--- config.mk ---
export PLATFORM = sky130hd
export DESIGN_NAME = rtc_seq_ctrl_param_flat
export DESIGN_NICKNAME = d
export VERILOG_FILES = /design/src/rtl/rtc_seq_ctrl_param_if.sv /design/src/rtl/rtc_seq_ctrl_param.sv /design/src/flat_wrapper.sv
export SDC_FILE = /design/constraint.sdc
export NUM_CORES = 1
export LEC_CHECK = 0
export ABC_CLOCK_PERIOD_IN_PS = 2900
export BUFFER_PORTS_ARGS = -buffer_cell sky130_fd_sc_hd__buf_4
export CAP_MARGIN = 20
export CORE_UTILIZATION = 55
export CTS_BUF_LIST = sky130_fd_sc_hd__clkbuf_8
export DETAILED_ROUTE_END_ITERATION = 10
export PLACE_DENSITY = 0.89
export SYNTH_ARGS = -nofsm -noshare
export SYNTH_HDL_FRONTEND = slang
export SYNTH_SLANG_ARGS = --single-unit
--- constraint.sdc ---
create_clock -name clk -period 2.9 [get_ports clk]
set_clock_uncertainty 0.15 [all_clocks]
set_input_delay 0 -clock clk [delete_from_list [all_inputs] [get_ports clk]]
set_output_delay 0 -clock clk [all_outputs]
set_load 0.02 [all_outputs]
--- src/rtl/rtc_seq_ctrl_param_if.sv ---
// Bus between the RTC sequencer (master) and the RTC read/write function block (slave).
interface rtc_seq_ctrl_param_if #(
   parameter int AW = 8,
   parameter int DW = 8
);
   logic          in_flag_done;
   logic [2:0]    in_sw;
   logic [2:0]    out_funcion_conf;
   logic [AW-1:0] out_addr_ram_rtc;
   logic [DW-1:0] out_dato_inicio;
   logic          out_flag_inicio;
   logic          out_funcion_w_r;
   logic          out_en_funcion_rtc;
   logic          out_busy;
   logic          out_seq_done;
   logic          out_error;

   modport master (
      input  in_flag_done, in_sw,
      output out_funcion_conf, out_addr_ram_rtc, out_dato_inicio, out_flag_inicio,
             out_funcion_w_r, out_en_funcion_rtc, out_busy, out_seq_done, out_error
   );

   modport slave (
      output in_flag_done, in_sw,
      input  out_funcion_conf, out_addr_ram_rtc, out_dato_inicio, out_flag_inicio,
             out_funcion_w_r, out_en_funcion_rtc, out_busy, out_seq_done, out_error
   );
endinterface

--- src/rtl/rtc_seq_ctrl_param.sv ---
// RTC top-level sequencer: streams one register transaction per in_flag_done,
// with per-transaction timeout recovery, sequence-done pulse and busy flag.
module rtc_seq_ctrl_param #(
   parameter int            AW        = 8,
   parameter int            DW        = 8,
   parameter int            N_TIME    = 7,
   parameter logic [AW-1:0] TIME_BASE = AW'(8'h21),
   parameter int            N_TMR     = 3,
   parameter logic [AW-1:0] TMR_BASE  = AW'(8'h41),
   parameter int            TIMEOUT   = 1023
) (
   input  logic                 clk,
   input  logic                 reset,
   rtc_seq_ctrl_param_if.master bus
);
   typedef enum logic [3:0] {
      S_IDLE, S_GAP, S_INIT, S_READ_CTE, S_CFG_HORA, S_CFG_FECHA,
      S_CFG_TIMER, S_WR_HF, S_WR_TMR, S_ERROR
   } state_t;

   localparam int            TW       = $clog2(TIMEOUT);
   localparam logic [TW-1:0] TMO_LAST = TW'(TIMEOUT - 1);
   localparam logic [AW-1:0] A_F0     = AW'(8'hF0);
   localparam logic [AW-1:0] A_F1     = AW'(8'hF1);
   localparam logic [AW-1:0] A_F2     = AW'(8'hF2);

   state_t        r_state, r_tgt, w_state_nxt, w_tgt_nxt, w_follow;
   logic [4:0]    r_idx, w_idx_nxt, w_len;
   logic [TW-1:0] r_tmo, w_tmo_nxt;
   logic [2:0]    r_conf, w_conf_nxt;
   logic          r_err, w_err_nxt;
   logic          w_en, w_wr, w_flag, w_last, w_done, w_seq_done;
   logic [AW-1:0] w_addr;
   logic [DW-1:0] w_data;

   // Transaction decode from registered state and step index.
   always_comb begin
      w_en   = 1'b0;
      w_wr   = 1'b0;
      w_flag = 1'b0;
      w_addr = '0;
      w_data = '0;
      w_len  = 5'd1;
      case (r_state)
         S_INIT: begin
            w_en = 1'b1; w_wr = 1'b1; w_flag = 1'b1; w_len = 5'd4;
            case (r_idx)
               5'd0:    begin w_addr = AW'(8'h02); w_data = DW'(8'h10); end
               5'd1:    w_addr = AW'(8'h02);
               5'd2:    begin w_addr = AW'(8'h10); w_data = DW'(8'hD2); end
               default: ;
            endcase
         end
         S_READ_CTE: begin
            w_en = 1'b1; w_len = 5'(1 + N_TIME + N_TMR);
            if (r_idx == 5'd0)              w_addr = A_F0;
            else if (r_idx <= 5'(N_TIME))   w_addr = TIME_BASE + AW'(r_idx) - AW'(1);
            else                            w_addr = TMR_BASE + AW'(r_idx) - AW'(N_TIME + 1);
         end
         S_CFG_HORA: begin
            w_en = 1'b1; w_len = 5'(1 + N_TMR);
            w_addr = (r_idx == 5'd0) ? A_F2 : TMR_BASE + AW'(r_idx) - AW'(1);
         end
         S_CFG_FECHA: begin
            w_en = 1'b1; w_len = 5'(5 + N_TMR);
            if (r_idx == 5'd0)      w_addr = A_F1;
            else if (r_idx <= 5'd3) w_addr = TIME_BASE + AW'(r_idx) - AW'(1);
            else if (r_idx == 5'd4) w_addr = A_F2;
            else                    w_addr = TMR_BASE + AW'(r_idx) - AW'(5);
         end
         S_CFG_TIMER: begin
            w_en = 1'b1; w_len = 5'(1 + N_TIME);
            w_addr = (r_idx == 5'd0) ? A_F1 : TIME_BASE + AW'(r_idx) - AW'(1);
         end
         S_WR_HF: begin
            w_en = 1'b1; w_wr = 1'b1; w_len = 5'(N_TIME + 1);
            w_addr = (r_idx < 5'(N_TIME)) ? TIME_BASE + AW'(r_idx) : A_F1;
         end
         S_WR_TMR: begin
            w_en = 1'b1; w_wr = 1'b1; w_len = 5'(N_TMR + 2);
            if (r_idx < 5'(N_TMR))       w_addr = TMR_BASE + AW'(r_idx);
            else if (r_idx == 5'(N_TMR)) w_addr = A_F2;
            else begin
               w_flag = 1'b1;
               w_data = DW'(8'h08);
            end
         end
         default: ;
      endcase
   end

   assign w_last = (r_idx == w_len - 5'd1);
   assign w_done = w_en & bus.in_flag_done;

   // Sequence that follows the current one once it completes.
   always_comb begin
      w_follow = S_READ_CTE;
      case (r_state)
         S_READ_CTE:
            case (bus.in_sw)
               3'b001:  w_follow = S_CFG_HORA;
               3'b010:  w_follow = S_CFG_FECHA;
               3'b100:  w_follow = S_CFG_TIMER;
               default: w_follow = S_READ_CTE;
            endcase
         S_CFG_HORA, S_CFG_FECHA:
            w_follow = (bus.in_sw == 3'b000) ? S_WR_HF : r_state;
         S_CFG_TIMER:
            w_follow = (bus.in_sw == 3'b000) ? S_WR_TMR : r_state;
         default: ;
      endcase
   end

   always_comb begin
      w_state_nxt = r_state;
      w_tgt_nxt   = r_tgt;
      w_idx_nxt   = r_idx;
      w_tmo_nxt   = r_tmo;
      w_conf_nxt  = r_conf;
      w_err_nxt   = r_err;
      w_seq_done  = 1'b0;
      case (r_state)
         S_IDLE, S_ERROR: begin
            w_state_nxt = S_GAP;
            w_tgt_nxt   = S_INIT;
            w_idx_nxt   = '0;
            w_tmo_nxt   = '0;
         end
         S_GAP: begin
            w_state_nxt = r_tgt;
            w_idx_nxt   = '0;
            w_tmo_nxt   = '0;
         end
         default: begin
            // A done on the last allowed cycle is accepted before the timeout fires.
            if (w_done) begin
               w_tmo_nxt = '0;
               if (w_last) begin
                  w_idx_nxt   = '0;
                  w_seq_done  = 1'b1;
                  w_state_nxt = S_GAP;
                  w_tgt_nxt   = w_follow;
                  if (r_state == S_READ_CTE) w_conf_nxt = bus.in_sw;
               end else begin
                  w_idx_nxt = r_idx + 5'd1;
               end
            end else if (r_tmo == TMO_LAST) begin
               w_state_nxt = S_ERROR;
               w_err_nxt   = 1'b1;
               w_idx_nxt   = '0;
               w_tmo_nxt   = '0;
            end else begin
               w_tmo_nxt = r_tmo + TW'(1);
            end
         end
      endcase
   end

   always_ff @(posedge clk or posedge reset) begin
      if (reset) begin
         r_state <= S_IDLE;
         r_tgt   <= S_INIT;
         r_idx   <= '0;
         r_tmo   <= '0;
         r_conf  <= '0;
         r_err   <= 1'b0;
      end else begin
         r_state <= w_state_nxt;
         r_tgt   <= w_tgt_nxt;
         r_idx   <= w_idx_nxt;
         r_tmo   <= w_tmo_nxt;
         r_conf  <= w_conf_nxt;
         r_err   <= w_err_nxt;
      end
   end

   assign bus.out_funcion_conf   = r_conf;
   assign bus.out_addr_ram_rtc   = w_addr;
   assign bus.out_dato_inicio    = w_data;
   assign bus.out_flag_inicio    = w_flag;
   assign bus.out_funcion_w_r    = w_wr;
   assign bus.out_en_funcion_rtc = w_en;
   assign bus.out_busy           = w_en;
   assign bus.out_seq_done       = w_seq_done;
   assign bus.out_error          = r_err;
endmodule

--- src/flat_wrapper.sv ---
// flat-port wrapper written by rule: the top's interface ports become plain ports
module rtc_seq_ctrl_param_flat 
#(
   parameter int            AW        = 8,
   parameter int            DW        = 8,
   parameter int            N_TIME    = 7,
   parameter logic [AW-1:0] TIME_BASE = AW'(8'h21),
   parameter int            N_TMR     = 3,
   parameter logic [AW-1:0] TMR_BASE  = AW'(8'h41),
   parameter int            TIMEOUT   = 1023
)
  (clk, reset, bus_in_flag_done, bus_in_sw, bus_out_funcion_conf, bus_out_addr_ram_rtc, bus_out_dato_inicio, bus_out_flag_inicio, bus_out_funcion_w_r, bus_out_en_funcion_rtc, bus_out_busy, bus_out_seq_done, bus_out_error);
  rtc_seq_ctrl_param_if #(.AW(AW), .DW(DW)) bus_i ();
  input  logic clk;
  input  logic reset;
  input wire logic [$bits(bus_i.in_flag_done)-1:0] bus_in_flag_done;
  input wire logic [$bits(bus_i.in_sw)-1:0] bus_in_sw;
  output wire logic [$bits(bus_i.out_funcion_conf)-1:0] bus_out_funcion_conf;
  output wire logic [$bits(bus_i.out_addr_ram_rtc)-1:0] bus_out_addr_ram_rtc;
  output wire logic [$bits(bus_i.out_dato_inicio)-1:0] bus_out_dato_inicio;
  output wire logic [$bits(bus_i.out_flag_inicio)-1:0] bus_out_flag_inicio;
  output wire logic [$bits(bus_i.out_funcion_w_r)-1:0] bus_out_funcion_w_r;
  output wire logic [$bits(bus_i.out_en_funcion_rtc)-1:0] bus_out_en_funcion_rtc;
  output wire logic [$bits(bus_i.out_busy)-1:0] bus_out_busy;
  output wire logic [$bits(bus_i.out_seq_done)-1:0] bus_out_seq_done;
  output wire logic [$bits(bus_i.out_error)-1:0] bus_out_error;
  assign bus_i.in_flag_done = bus_in_flag_done;
  assign bus_i.in_sw = bus_in_sw;
  assign bus_out_funcion_conf = bus_i.out_funcion_conf;
  assign bus_out_addr_ram_rtc = bus_i.out_addr_ram_rtc;
  assign bus_out_dato_inicio = bus_i.out_dato_inicio;
  assign bus_out_flag_inicio = bus_i.out_flag_inicio;
  assign bus_out_funcion_w_r = bus_i.out_funcion_w_r;
  assign bus_out_en_funcion_rtc = bus_i.out_en_funcion_rtc;
  assign bus_out_busy = bus_i.out_busy;
  assign bus_out_seq_done = bus_i.out_seq_done;
  assign bus_out_error = bus_i.out_error;
  rtc_seq_ctrl_param #(.AW(AW), .DW(DW), .N_TIME(N_TIME), .TIME_BASE(TIME_BASE), .N_TMR(N_TMR), .TMR_BASE(TMR_BASE), .TIMEOUT(TIMEOUT)) u_core (.clk(clk), .reset(reset), .bus(bus_i));
endmodule
* Yosys cells after proc, flatten, opt, wreduce, memory -nomap -nowiden
Index checks and enable logic that the tools add are counted.
** Operators by class
- Multiplexer cells :: 43
- $lt $le $gt $ge :: 4
- Reductions and logical operators :: 19
- Add/sub/neg operators :: 9
- Eq/ne operators :: 19
- Bitwise operators :: 4
** Operators with widths (number)
- $mux W8 :: 11
- $pmux W8 S7 :: 1
- $mux W4 :: 8
- $pmux W8 S2 :: 2
- $mux W10 :: 3
- $mux W5 :: 4
- $eq A4 B3 Y1 const B :: 4
- $pmux W4 S2 :: 2
- $pmux W4 S4 :: 1
- $sub A8 B1 Y8 const B :: 2
- $pmux W4 S3 :: 1
- $add A10 B1 Y10 const B :: 1
- $eq A10 B10 Y1 const B :: 1
- $eq A5 B2 Y1 const B :: 2
- $pmux W5 S2 :: 1
- $pmux W3 S3 :: 1
- $reduce_or A3 Y1 :: 3
- $add A7 B5 Y8 const A :: 1
- $eq A4 B2 Y1 const B :: 2
- $eq A4 B4 Y1 const B :: 2
- $reduce_or A2 Y1 :: 4
- $sub A8 B3 Y8 const B :: 1
- $sub A8 B4 Y8 const B :: 1
- $add A6 B5 Y7 const A :: 1
- other kinds (28) :: 38
** Storage, ports and cells
- Bits in registers :: 27
- Output and inout bits :: 25

* Longest topological paths before layout
- Word-level depth :: 8
- Gate-level depth with buffers :: 11
- Depth with buffers taken out :: 10

* Least setup slack after synthesis
No wires, ideal clock.
- Path type :: register to register
- Start :: register u_core.r_state[2]
- End :: register u_core.r_conf[0] (netlist: u_core.bus.out_funcion_conf[0])
- Setup slack :: 0.097 ns
- Setup time :: 0.125 ns
- Cell stages (with the launch flop) :: 11
- Data arrival time :: 2.529 ns
- Path through :: dfrtp_1 > clkbuf_2 > and4bb_4 > inv_1 > ha_1 > xor2_1 > nand2_1 > mux2i_1 > nand4b_4 > nor2_4 > mux2_2
** Between the ends
- Longest elaborated chain between the ends :: 6
- Elaborated cells between the ends (all ways) :: 21
- Those cells by class :: add/sub: 1; eq/ne: 10; mux: 2; bitwise: 2; reduce/logical: 6
** RTL lines
- start, declared :: line rtc_seq_ctrl_param.sv:27 : state_t r_state, r_tgt, w_state_nxt, w_tgt_nxt, w_follow;
- start signal, assigned :: line rtc_seq_ctrl_param.sv:168 : r_state <= w_state_nxt;
- $eq A4 B3 Y1 / $eq A4 B2 Y1 (equally long branches) :: line rtc_seq_ctrl_param.sv:44 : case (r_state)
- $reduce_or A3 Y1 (no line) / $reduce_or A2 Y1 (equally long branches)
- $pmux W4 S4 :: line rtc_seq_ctrl_param.sv:44
- $sub A4 B1 Y5 :: line rtc_seq_ctrl_param.sv:92 : assign w_last = (r_idx == w_len - 5'd1);
- $eq A5 B5 Y1 :: line rtc_seq_ctrl_param.sv:92
- $reduce_and A4 Y1 (no line) (*)
- end signal, assigned :: line rtc_seq_ctrl_param.sv:172 : r_conf <= w_conf_nxt;
- end, declared :: line rtc_seq_ctrl_param.sv:30 : logic [2:0] r_conf, w_conf_nxt;
Every way passes the cells marked *; elsewhere a longest branch is shown, timed or not.
A chain may end at the register's enable or synchronous reset.

* Worst setup path in the final report
- Start :: register u_core.r_state[2]
- End :: register u_core.r_conf[2] (netlist: u_core.bus.out_funcion_conf[2])
The elaborated chain is that of the path after synthesis.

==> flow_summary.ini <==
[sta]
finalSetupViolations = 0
fin_crit_ns = 2.85
maxSlewViolCount = 0
min_period_over_period = 0.983
max_slew_margin = 0.620
fmax_mhz = 351
hold_viol_final = 0
tns_ns = 0
rsz0062_at_grt = yes
tightest_slew_ns = 0.565

[place]
hpwl_mm = 5.33
postPlaceCellArea_um2 = 2820
numPortBuffers = 27
gp_congestion = 1.03

[routing]
dr.first_iter.drc_count = 347
route.final.wire_length_mm = 7.55
drtPass1Iterations = 6
antenna_left = 0
drt-met1-wl_mm = 3.14
wl_met2_mm = 3.62
num_vias = 2569
route.met3.wl_um = 534
drc_errors = 0
top_layer_used = met4
routed_via_density = 6.27
routed_wire_length_per_instance_um = 18.4

[clocking]
cts_inserted_buffers = 3
insertion_delay_ns = 0.28
cts_sinks = 27
cts_root_buffer = clkbuf_8
cts_max_path_buffers = 2
clkSlewWorstSetupHoldPaths_ns = 0.09
cts_tree = done
htreeDepth = 1

[floorplanning]
core_area_um2 = 4380
die_x_um = 69.7
die-area_um2 = 4860
initial_core_util = 0.576
die-height_um = 69.7
boundaryPins = 31
num_rows = 24

[final_layout]
final_area_um2 = 2990
final_nets = 373
drive_gt1_frac = 0.218
antenna_cells = 0
fill_cells = 343
areaGrowthSynthToFinish_pct = 18.6

[setup_path]
reg2reg_from = u_core.r_state[2]
arrival_ns = 2.87
crit_type = reg2reg
critPathCaptureType = flop
start_kind = flop
crit_start = u_core.r_state[2]
path_max_fanout = 9
crit_required_ns = 2.92

[hold_path]
holdCritPathClass = in2async

[pwr]
seqPwrFrac = 0.195
clkPwrFrac = 0.081
powerDensity_nw_per_um2 = 921
p_int_w = 0.00134
power_frac_comb = 0.724
p_leak_nw = 1.28
irDropWorstVdd_mv = 0.968
switchingPower_w = 0.00142
netSwitchingFraction = 0.514

[synthesis]
synth-seq-cells = 27
synthArstFlopShare = 1.00
seq_area_frac_synth = 0.268
synthCells = 323
ys.flop_type = dfrtp_1
syn_avg_cell_area_um2 = 7.81
synth_edf_count = 0
yosysWarnings = 0
ys_types = 70
netlist_area_um2 = 2520

[outcome]
outcome = complete, no violations

[global_route]
overflow = 0
grt_max_degree = 28
grt_pass1_vias = 2371
antenna_found_initial = 0
grt_pass1_wl_mm = 11.3
grt_use_total = 0.292

[job]
drv_cap = 0
-- synthesized netlist by cell type (2+ instances only) --
library cell | number | area, um2
buf_1 | 3 | 11.3
a211o_1 | 3 | 26.3
xor2_1 | 9 | 78.8
o2111ai_1 | 2 | 17.5
a32oi_1 | 2 | 17.5
buf_4 | 6 | 45.0
or3_1 | 3 | 18.8
a21oi_1 | 16 | 80.1
nor3_1 | 12 | 60.1
nor3b_1 | 2 | 15.0
o211ai_1 | 2 | 15.0
nor2b_1 | 7 | 43.8
ha_1 | 8 | 100
o31ai_1 | 2 | 15.0
buf_2 | 4 | 20.0
nand3_1 | 18 | 90.1
and2_1 | 2 | 12.5
dfrtp_1 | 26 | 651
nand2b_1 | 6 | 37.5
a21o_1 | 2 | 15.0
nand4_1 | 4 | 25.0
mux2_2 | 2 | 22.5
clkbuf_1 | 10 | 37.5
xnor2_1 | 15 | 131
o221ai_1 | 2 | 17.5
inv_1 | 11 | 41.3
or2_2 | 3 | 18.8
o21ai_0 | 26 | 130
nor4b_1 | 2 | 17.5
nor2_1 | 39 | 146
buf_6 | 2 | 22.5
o311ai_0 | 2 | 17.5
nand2_1 | 30 | 113
and3_1 | 2 | 12.5
a211oi_1 | 2 | 15.0
o22ai_1 | 2 | 12.5
-- flip-flops by register name, indices dropped and copies added (netlist names) --
signal and cells:
u_core.r_idx 5, u_core.bus.out_error 1, u_core.r_tmo 10, u_core.r_tgt 4
u_core.bus.out_funcion_conf 3, u_core.r_state 4
-- final cells by class --
cell class                 instances  area [um2]  share of cell area
clock inverter                     1        7.51             0.00251
sequential                        27         679               0.227
timing repair buffer              55         445               0.149
clock buffer                       3        41.3              0.0138
inverter                          11        41.3              0.0138
tap                               52        65.1              0.0217
multi-input combinational        261        1710               0.572
-- stage by stage --
stage	util	instances	hold WS (ns)	total power, W	setup slack (ns)
final	0.683	410	0.0418	0.00276	0.0484
after global placement	0.644	400	0.115	0.00235	0.232
after floorplan	-	325	-0.0980	0.00182	0.0965
after global routing	0.683	410	0.0574	0.00289	-0.0839
after CTS	0.667	409	0.337	0.00262	0.0224
after detailed placement	0.644	400	0.120	0.00238	0.129
-- placed cells by master, fill, tap and decap left out, types with 4 or more instances in the layout --
| master | netlist | layout |
|---|---|---|
| buf_4 | 6 | 49 |
| nor2b_1 | 7 | 7 |
| dfrtp_1 | 26 | 24 |
| dlygate4sd3_1 | 0 | 5 |
| nand3_1 | 18 | 18 |
| xor2_1 | 9 | 8 |
| a21oi_1 | 16 | 15 |
| nor3_1 | 12 | 12 |
| nor2_1 | 39 | 39 |
| xnor2_1 | 15 | 14 |
| inv_1 | 11 | 11 |
| nand2b_1 | 6 | 6 |
| o21ai_0 | 26 | 26 |
| nand2_1 | 30 | 30 |
| ha_1 | 8 | 7 |
| nand4_1 | 4 | 4 |
-- worst paths after layout --
path	end	slack, ns	cells past startpoint
min in group clk	u_core.bus.out_error	0.34	1
max in group asynchronous	u_core.r_tgt[1]	2.11	4
hold / removal	u_core.r_state[3]	0.04	3
setup reg to reg	u_core.bus.out_funcion_conf[2]	0.05	9
hold reg to reg	u_core.bus.out_error	0.34	1
setup / recovery	u_core.bus.out_funcion_conf[2]	0.05	9
-- cell families (layout without fill, tap and decap cells) --
logic type                 Yosys count  count (layout)  share of synthesized area
DFF                                 27              27                      0.268
other                                1               3                    0.00149
AOI/OAI and AO/OA                   79              79                      0.216
buffers and inverters               37              70                     0.0724
and+or+nand+nor                    142             142                      0.295
xor gates and xnor gates            25              25                     0.0897
adders and majority gates            8               8                     0.0397
muxes                                4               4                     0.0174
-- worst max-delay path, cell delays in order, from the launching register on --
cell and delay [ns]:
dfrtp_1 0.43, and4bb_4 0.33, inv_1 0.06, ha_2 0.20
xnor2_1 0.38, o311ai_2 0.26, o31ai_4 0.16, nand4b_4 0.25
nor2_4 0.18, mux2_2 0.35
-- power by group through the flow --
stage          Sequential, W  Clock (W)  Combinational [W]
6_report            0.000539   0.000223            0.00199
5_1_grt             0.000548   0.000232            0.00211
4_1_cts             0.000529   0.000223            0.00187
3_5_place_dp        0.000535          0            0.00185
3_3_place_gp        0.000529          0            0.00182
2_1_floorplan       0.000524          0            0.00130
-- what timing repair did --
action	in CTS	in global routing
setup buffers	0	0
endpoints found under the setup margin	1	7
endpoints found under the hold margin	31	0
hold buffers	5	0
gates resized for setup	1	9
pin swaps	0	1
-- metal layers --
layer / track usage / vias to the layer above
met2: 0.482 / 139
met1: 0.391 / 1194
met3: 0.0276 / 28
met5: 0 / -
li1: - / 1208
met4: 0.124 / 0
Note: power is estimated with default switching activity, not from simulation.
